### config.mk
export PLATFORM = sky130hd
export DESIGN_NAME = mem_arbiter
export DESIGN_NICKNAME = d
export VERILOG_FILES = /design/src/rtl/mem_arb_pkg.sv /design/src/rtl/arb_starve_counter.sv /design/src/rtl/mem_arbiter.sv
export SDC_FILE = /design/constraint.sdc
export NUM_CORES = 1
export LEC_CHECK = 0
export CORE_AREA = 2 2 80 82
export CTS_BUF_LIST = sky130_fd_sc_hd__clkbuf_4
export DETAILED_ROUTE_END_ITERATION = 6
export DIE_AREA = 0 0 82 84
export GPL_TIMING_DRIVEN = 1
export HOLD_SLACK_MARGIN = 0.06
export PLACE_DENSITY = 0.81
export RECOVER_POWER = 100
export SYNTH_ARGS = -nofsm -noshare
export SYNTH_HDL_FRONTEND = slang
export SYNTH_HIERARCHICAL = 1
export SYNTH_SLANG_ARGS = --single-unit
### constraint.sdc
create_clock -name clk -period 4 [get_ports clk]
set_input_delay 0.6 -clock clk [delete_from_list [all_inputs] [get_ports clk]]
set_output_delay 0.6 -clock clk [all_outputs]
set_load 0.1 [all_outputs]
### src/rtl/mem_arb_pkg.sv
`default_nettype none
// +---------------------------------------------------------------------------+
// | mem_arb_pkg : shared types and constants for the unified-SRAM arbiter     |
// | Rev 1.0                                                                   |
// +---------------------------------------------------------------------------+
package mem_arb_pkg;

    localparam int MEM_ADDR_W = 11;
    localparam int MEM_DATA_W = 32;
    localparam int STARVE_CNT_W = 4;

    localparam logic CEN_OFF = 1'b1;
    localparam logic WEN_OFF = 1'b1;
    localparam logic OEN_OFF = 1'b1;

    typedef enum logic [1:0] {
        NONE = 2'd0,
        INST = 2'd1,
        DATA = 2'd2
    } resp_owner_t;

endpackage
`default_nettype wire

### src/rtl/arb_starve_counter.sv
`default_nettype none
// +---------------------------------------------------------------------------+
// | arb_starve_counter : saturating count of data grants while fetch waits    |
// | Rev 1.0                                                                   |
// +---------------------------------------------------------------------------+
module arb_starve_counter
    import mem_arb_pkg::*;
#(
    parameter int LIMIT = 4
) (
    input  logic clk,
    input  logic rst,
    input  logic i_inc,
    input  logic i_clr,
    output logic o_at_limit
);

    localparam logic [STARVE_CNT_W-1:0] c_LIMIT = STARVE_CNT_W'(LIMIT);

    logic [STARVE_CNT_W-1:0] r_cnt;

    always_ff @(posedge clk) begin
        if (rst) begin
            r_cnt <= '0;
        end else if (i_clr) begin
            r_cnt <= '0;
        end else if (i_inc && (r_cnt != c_LIMIT)) begin
            r_cnt <= r_cnt + 1'b1;
        end
    end

    assign o_at_limit = (r_cnt == c_LIMIT);

endmodule
`default_nettype wire

### src/rtl/mem_arbiter.sv
`default_nettype none
// +---------------------------------------------------------------------------+
// | mem_arbiter : fetch/data arbiter for one single-port SRAM, 1-cycle reads. |
// | Optional macro MEM_ARB_PERF_CNT_EN adds the perf_conflicts counter port.  |
// | Rev 1.0                                                                   |
// +---------------------------------------------------------------------------+
module mem_arbiter
    import mem_arb_pkg::*;
#(
    parameter int ADDR_W       = MEM_ADDR_W,
    parameter int DATA_W       = MEM_DATA_W,
    parameter int STARVE_LIMIT = 4
) (
    input  logic              clk,
    input  logic              rst,
    input  logic              i_req,
    input  logic [ADDR_W-1:0] i_addr,
    output logic              i_gnt,
    output logic              i_rvalid,
    output logic [DATA_W-1:0] i_rdata,
    input  logic              d_req,
    input  logic              d_we,
    input  logic [ADDR_W-1:0] d_addr,
    input  logic [DATA_W-1:0] d_wdata,
    output logic              d_gnt,
    output logic              d_rvalid,
    output logic [DATA_W-1:0] d_rdata,
    output logic              core_stall,
    output logic              mem_cen,
    output logic              mem_wen,
    output logic              mem_oen,
    output logic [ADDR_W-1:0] mem_addr,
    output logic [DATA_W-1:0] mem_datain,
`ifdef MEM_ARB_PERF_CNT_EN
    output logic [31:0]       perf_conflicts,
`endif
    input  logic [DATA_W-1:0] mem_dataout
);

    logic        w_at_limit;
    logic        w_i_wins;
    logic        w_any_gnt;
    resp_owner_t r_owner;
    resp_owner_t w_owner_nxt;

    arb_starve_counter #(
        .LIMIT (STARVE_LIMIT)
    ) u_starve (
        .clk        (clk),
        .rst        (rst),
        .i_inc      (i_req & d_gnt),
        .i_clr      (i_gnt | ~i_req),
        .o_at_limit (w_at_limit)
    );

    // Data has priority unless fetch has waited through STARVE_LIMIT data grants.
    assign w_i_wins  = i_req & w_at_limit;
    assign d_gnt     = ~rst & d_req & ~w_i_wins;
    assign i_gnt     = ~rst & i_req & (~d_req | w_i_wins);
    assign w_any_gnt = i_gnt | d_gnt;

    assign core_stall = (i_req & ~i_gnt) | (d_req & ~d_gnt);

    assign mem_cen    = w_any_gnt ? 1'b0 : CEN_OFF;
    assign mem_oen    = w_any_gnt ? 1'b0 : OEN_OFF;
    assign mem_wen    = (d_gnt & d_we) ? 1'b0 : WEN_OFF;
    assign mem_addr   = i_gnt ? i_addr : (d_gnt ? d_addr : '0);
    assign mem_datain = d_gnt ? d_wdata : '0;

    always_comb begin
        w_owner_nxt = NONE;
        if (i_gnt) begin
            w_owner_nxt = INST;
        end else if (d_gnt && !d_we) begin
            w_owner_nxt = DATA;
        end
    end

    always_ff @(posedge clk) begin
        if (rst) begin
            r_owner <= NONE;
        end else begin
            r_owner <= w_owner_nxt;
        end
    end

    assign i_rvalid = (r_owner == INST);
    assign d_rvalid = (r_owner == DATA);
    assign i_rdata  = mem_dataout;
    assign d_rdata  = mem_dataout;

`ifdef MEM_ARB_PERF_CNT_EN
    logic [31:0] r_perf_conflicts;

    always_ff @(posedge clk) begin
        if (rst) begin
            r_perf_conflicts <= '0;
        end else if (i_req && d_req) begin
            r_perf_conflicts <= r_perf_conflicts + 32'd1;
        end
    end

    assign perf_conflicts = r_perf_conflicts;
`endif

endmodule
`default_nettype wire
Word level (Yosys, flattened, before mapping)

Index checks and enable logic that the tools add are counted.

Memories: 0
Word-level logic and storage cells: 39
Bits in read-only memories: 0
Flip-flop bits (word level): 6
Output and inout bits: 115
Memory bits (writable): 0
Latch bits: 0

Mux-type cells: 7
Equality and inequality tests: 4
Bitwise gates (word level): 19
Shifts and indexed selects: 0
Reduce and logical (&&, ||, !) cells: 5
$mul: 0
Div/mod/pow operators: 0
$lt $le $gt $ge: 0
$add $sub $neg: 1

Operator list:

| operator                                       | count |
|---|---|
| 2-to-1 mux 32 bit                              | 1 |
| 2-to-1 mux 11 bit                              | 2 |
| bitwise AND 1 bit                              | 9 |
| NOT 1 bit                                      | 6 |
| adder 4 x 1 -> 4 bit (second input constant)   | 1 |
| == test 4 x 3 -> 1 bit (second input constant) | 1 |
| != test 4 x 3 -> 1 bit (second input constant) | 1 |
| bitwise OR 1 bit                               | 4 |
| OR reduction 2 bit                             | 2 |
| 2-to-1 mux 1 bit                               | 3 |
| == test 2 x 1 -> 1 bit (second input constant) | 1 |
| == test 2 bit (second input constant)          | 1 |
| logical AND 1 bit                              | 2 |
| 2-to-1 mux 2 bit                               | 1 |
| logical NOT 1 bit                              | 1 |

Logic depth before layout (Yosys ltp)

Depth in word-level cells: 7
Mapped depth: 10
Depth with buffers taken out: 9

Modules after synthesis

Netlist, hierarchy kept.

Modules (own cells, without submodules):

| module             | seq. area each (um2) | times used | area an instance (um2) | cells an instance |
|---|---|---|---|---|
| mem_arbiter        | 40.0                 | 1          | 1,191.1                | 162 |
| arb_starve_counter | 80.1                 | 1          | 229.0                  | 25 |

Least setup slack after synthesis

OpenSTA, ideal clock, no wires.

Path type: register -> output
From: register u_starve.r_cnt[0]
To: output port mem_addr[0]
Path slack: 0.087 ns
Stages on the path, launching flop included: 7
Data arrival time: 3.313 ns
Required time: 3.400 ns
Cell sequence: dfxtp_1 -> inv_1 -> ha_1 -> nand3b_1 -> inv_2 -> and2b_4 -> o32ai_1

Word-level cells in the longest chain between the ends: 6
Elaborated cells between the ends (all ways): 8

RTL lines:

| element                  | line                     | RTL |
|---|---|---|
| start, declared          | arb_starve_counter.sv:20 | `logic [STARVE_CNT_W-1:0] r_cnt;` |
| start signal, assigned   | arb_starve_counter.sv:28 | `r_cnt <= r_cnt + 1'b1;` |
| == test 4 x 3 -> 1 bit * | arb_starve_counter.sv:32 | `assign o_at_limit = (r_cnt == c_LIMIT);` |
| named net w_at_limit     | mem_arbiter.sv:40        | `logic w_at_limit;` |
| bitwise AND 1 bit *      | mem_arbiter.sv:57        | `assign w_i_wins = i_req & w_at_limit;` |
| NOT 1 bit                | mem_arbiter.sv:58        | `assign d_gnt = ~rst & d_req & ~w_i_wins;` |
| bitwise AND 1 bit        | mem_arbiter.sv:58        |  |
| 2-to-1 mux 11 bit        | mem_arbiter.sv:67        | `assign mem_addr = i_gnt ? i_addr : (d_gnt ? d_addr : '0);` |
| 2-to-1 mux 11 bit *      | mem_arbiter.sv:67        |  |
| end, declared            | mem_arbiter.sv:32        | `output logic [ADDR_W-1:0] mem_addr,` |

Mark *: on every way through the listed nets, which the timed path passes. The rest lies on a longest branch.

Final worst setup path

From: input port rst
To: output port mem_oen

Word-level cells in the longest chain between the ends: 5
Elaborated cells between the ends (all ways): 7

RTL lines:

| element                                            | line                                 | RTL |
|---|---|---|
| start, declared                                    | mem_arbiter.sv:15                    | `input logic rst,` |
| NOT 1 bit *                                        | mem_arbiter.sv:58, mem_arbiter.sv:59 |  |
| bitwise AND 1 bit (on tied branches) (2 in series) | mem_arbiter.sv:59, mem_arbiter.sv:58 |  |
| bitwise OR 1 bit *                                 | mem_arbiter.sv:60                    | `assign w_any_gnt = i_gnt \| d_gnt;` |
| 2-to-1 mux 1 bit *                                 | mem_arbiter.sv:65                    | `assign mem_oen = w_any_gnt ? 1'b0 : OEN_OFF;` |
| end, declared                                      | mem_arbiter.sv:31                    | `output logic mem_oen,` |

Mark *: on every way between the ends. The rest lies on a longest branch, timed or not.

==> results.yml <==
sta:
  slew_headroom_pct: 32.5
  report.final.slew_viol_count: 0
  worstMarginPinSlew_ns: 1.01
  fin_tns_setup_ns: 0
  final-setup-viol-count: 0
  fmax_ghz: 0.301
  setup_slack_ns: 0.673
  min_period_over_period_pct: 83.2
  hold_violations: 0
  rsz0062_at_grt: "no"
  worst_clock_skew_ns: 0.00287
  min_period_ns: 3.33
floorplanning:
  die_w_um: 82
  dieArea_um2: 6890
  fp.dieH_um: 84
  ioPinCount: 206
  rows: 29
  start_util_pct: 23.3
  core_um2: 6100
route:
  route.vias.total: 1370
  wire_per_inst_um: 15.7
  postRouteAntennaNets: 0
  vias_per_cell: 4.57
  routed_wl_mm: 4.71
  dr.first_iter.drc_count: 29
  drc: 0
  drtPass1Iterations: 4
cells_and_area:
  final_common_cell: "clkdlybuf4s50_1"
  nets: 318
  syn2layout_area_growth_pct: 63.3
  instances_no_fill: 300
  fillCellCount: 603
  drive_above_1_share_pct: 28.7
  mostFrequentLayoutCells: "clkdlybuf4s50_1, buf_12, and3_1"
  n_antenna_cell: 0
clocking:
  cts-root-buf: "clkbuf_4"
  cts_sinks: 6
  hold_buffers: 0
  numCtsBuffers: 3
  cts_tree: "built"
  postCtsSetupRepairBufs: 0
  clockBufferDepth: 2
  clkTransAtPathRegs_ns: 0.05
  clk_latency_ns: 0.24
  cts-htree-levels: 1
  cts_resized: 0
logic_synthesis:
  synth_area_um2: 1420
  synth.avg_cell_area_um2: 7.59
  synth_nets: 280
  ys_ff_latch: 6
  syn_inst: 187
  yosysUniqueCellTypes: 32
  ys_seq_area_share_pct: 8.46
  yosys_warnings: 6
flow_run:
  cap_violations: 0
grt:
  grt_pass1_vias: 1347
  grt_overflow_total: 0
  grt_use_total_pct: 12.8
  grt_max_degree: 34
  antenna_found_initial: 0
  grt_pass1_wl_mm: 6.87
place:
  detailed_place_hpwl_mm: 3.85
  dp.cells: 297
  portBuffers: 109
  dp_slack_ns: 1.06
  finalWeightedCongestion: 0.698
worst_setup_path:
  crit_arrival_ns: 2.73
  cp_max_fo: 30
  start_kind: "input port"
  critical_path_class: "in2out"
  required_ns: 3.40
  endpoint_kind: "output port"
  critPathBufInv: 3
  critical-path-top-delay-family: "buffers and inverters"
  crit_chain: "dlygate4sd3_1 -> clkbuf_1 -> o21bai_1 -> clkbuf_2"
  cpMaxStageDelayCell: "clkbuf_1"
  max_stage_delay_ns: 0.77
pwr:
  fin_total_pwr_w: 0.000474
  vdd_drop_max_uv: 143
  p_per_area_nw_per_um2: 204
  p_leak_nw: 1.01
outcome:
  status: "finished, final reports clean"
hold_path:
  worstHoldPathType: "reg2reg"
## Yosys cell counts
cell type   n  area share, %
a21oi_1     1           0.35
maj3_1      1           0.70
nand2b_1   23             10
and3_1     32             14
a21boi_1    2            1.1
a31o_1      1           0.62
nor4b_2     1            1.1
nor3_1      4            1.4
o21ai_1     1           0.35
inv_1       3           0.79
and2_1      1           0.44
o21ai_0     2           0.70
o32ai_2     7            8.0
o32ai_1     4            2.5
nand4_2     1           0.88
nor4_2      1           0.88
dfxtp_1     6            8.5
ha_1        2            1.8
buf_6       1           0.79
buf_2       4            1.4
nor2b_1     2           0.88
clkbuf_1    5            1.3
and2b_4     1           0.70
a21bo_2     1           0.70
inv_2       2           0.53
buf_4      67             35
nand2_1     1           0.26
nor2_1      3           0.79
nand3b_1    1           0.53
o21bai_1    1           0.53
nand3_1     4            1.4
and2b_1     1           0.53
## where the power goes
part / switching [W] / total, W / leakage [nW] / internal [W]
clock: 0.0000219 / 0.0000559 / 0.0138 / 0.0000340
combinational: 0.000229 / 0.000357 / 0.946 / 0.000127
sequential: 0.000000561 / 0.0000615 / 0.0487 / 0.0000610
total: 0.000252 / 0.000474 / 1.01 / 0.000222
## registers in the layout, summed over array words and instances, names as in the netlist
| name | cells |
|---|---|
| u_starve/r_cnt | 4 |
| r_owner | 2 |
## worst reg2reg max path, delay by kind of cell, from the launching register on
kind	cells	cell delay [ns]
simple gates	4	1.09
compound gates	2	0.28
fa+ha+maj	1	0.20
flops	1	0.40
buf+inv	2	0.18
## cell type report
class | instances | area, um^2 | area share, %
timing repair buffer | 110 | 1350 | 58.0
multi-input combinational | 99 | 716 | 30.9
sequential | 6 | 120 | 5.18
tap | 77 | 96.3 | 4.16
clock buffer | 3 | 22.5 | 0.971
inverter | 5 | 18.8 | 0.809
## path summary, 6_finish.rpt
| path | startpoint | endpoint | slack, ns | cells past startpoint |
|---|---|---|---|---|
| setup / recovery | rst | mem_oen | 0.67 | 4 |
| setup reg to reg | u_starve/r_cnt[0]$_SDFFE_PP0P_ | u_starve/r_cnt[3]$_SDFFE_PP0P_ | 1.79 | 9 |
| hold / removal | u_starve/r_cnt[3]$_SDFFE_PP0P_ | u_starve/r_cnt[3]$_SDFFE_PP0P_ | 0.51 | 1 |
| hold reg to reg | u_starve/r_cnt[3]$_SDFFE_PP0P_ | u_starve/r_cnt[3]$_SDFFE_PP0P_ | 0.51 | 1 |
## cells by family after synthesis
group | after synthesis | share of synthesized area, %
buffers and inverters | 82 | 40.3
and+or+nand+nor | 76 | 34.0
AOI/OAI and AO/OA | 20 | 14.8
DFF | 6 | 8.46
adders and majority gates | 3 | 2.47
## metrics by stage
step                area, um^2  util (%)  hold slack, ns
global placement          2350      38.6           0.507
global route              2320      38.0           0.546
CTS                       2370      39.0           0.529
detailed placement        2350      38.6           0.518
floorplan                 1420         -           0.484
finish                    2320      38.0           0.511
## per-layer routing
metal	track usage (%)	part of all wire, %	routed length (um)
met5	0	0	0
met2	26.8	57	2680
met1	10.4	29	1390
met3	3.14	11	523
met4	5.30	2.5	116
Note: power is estimated with default switching activity, not from simulation.
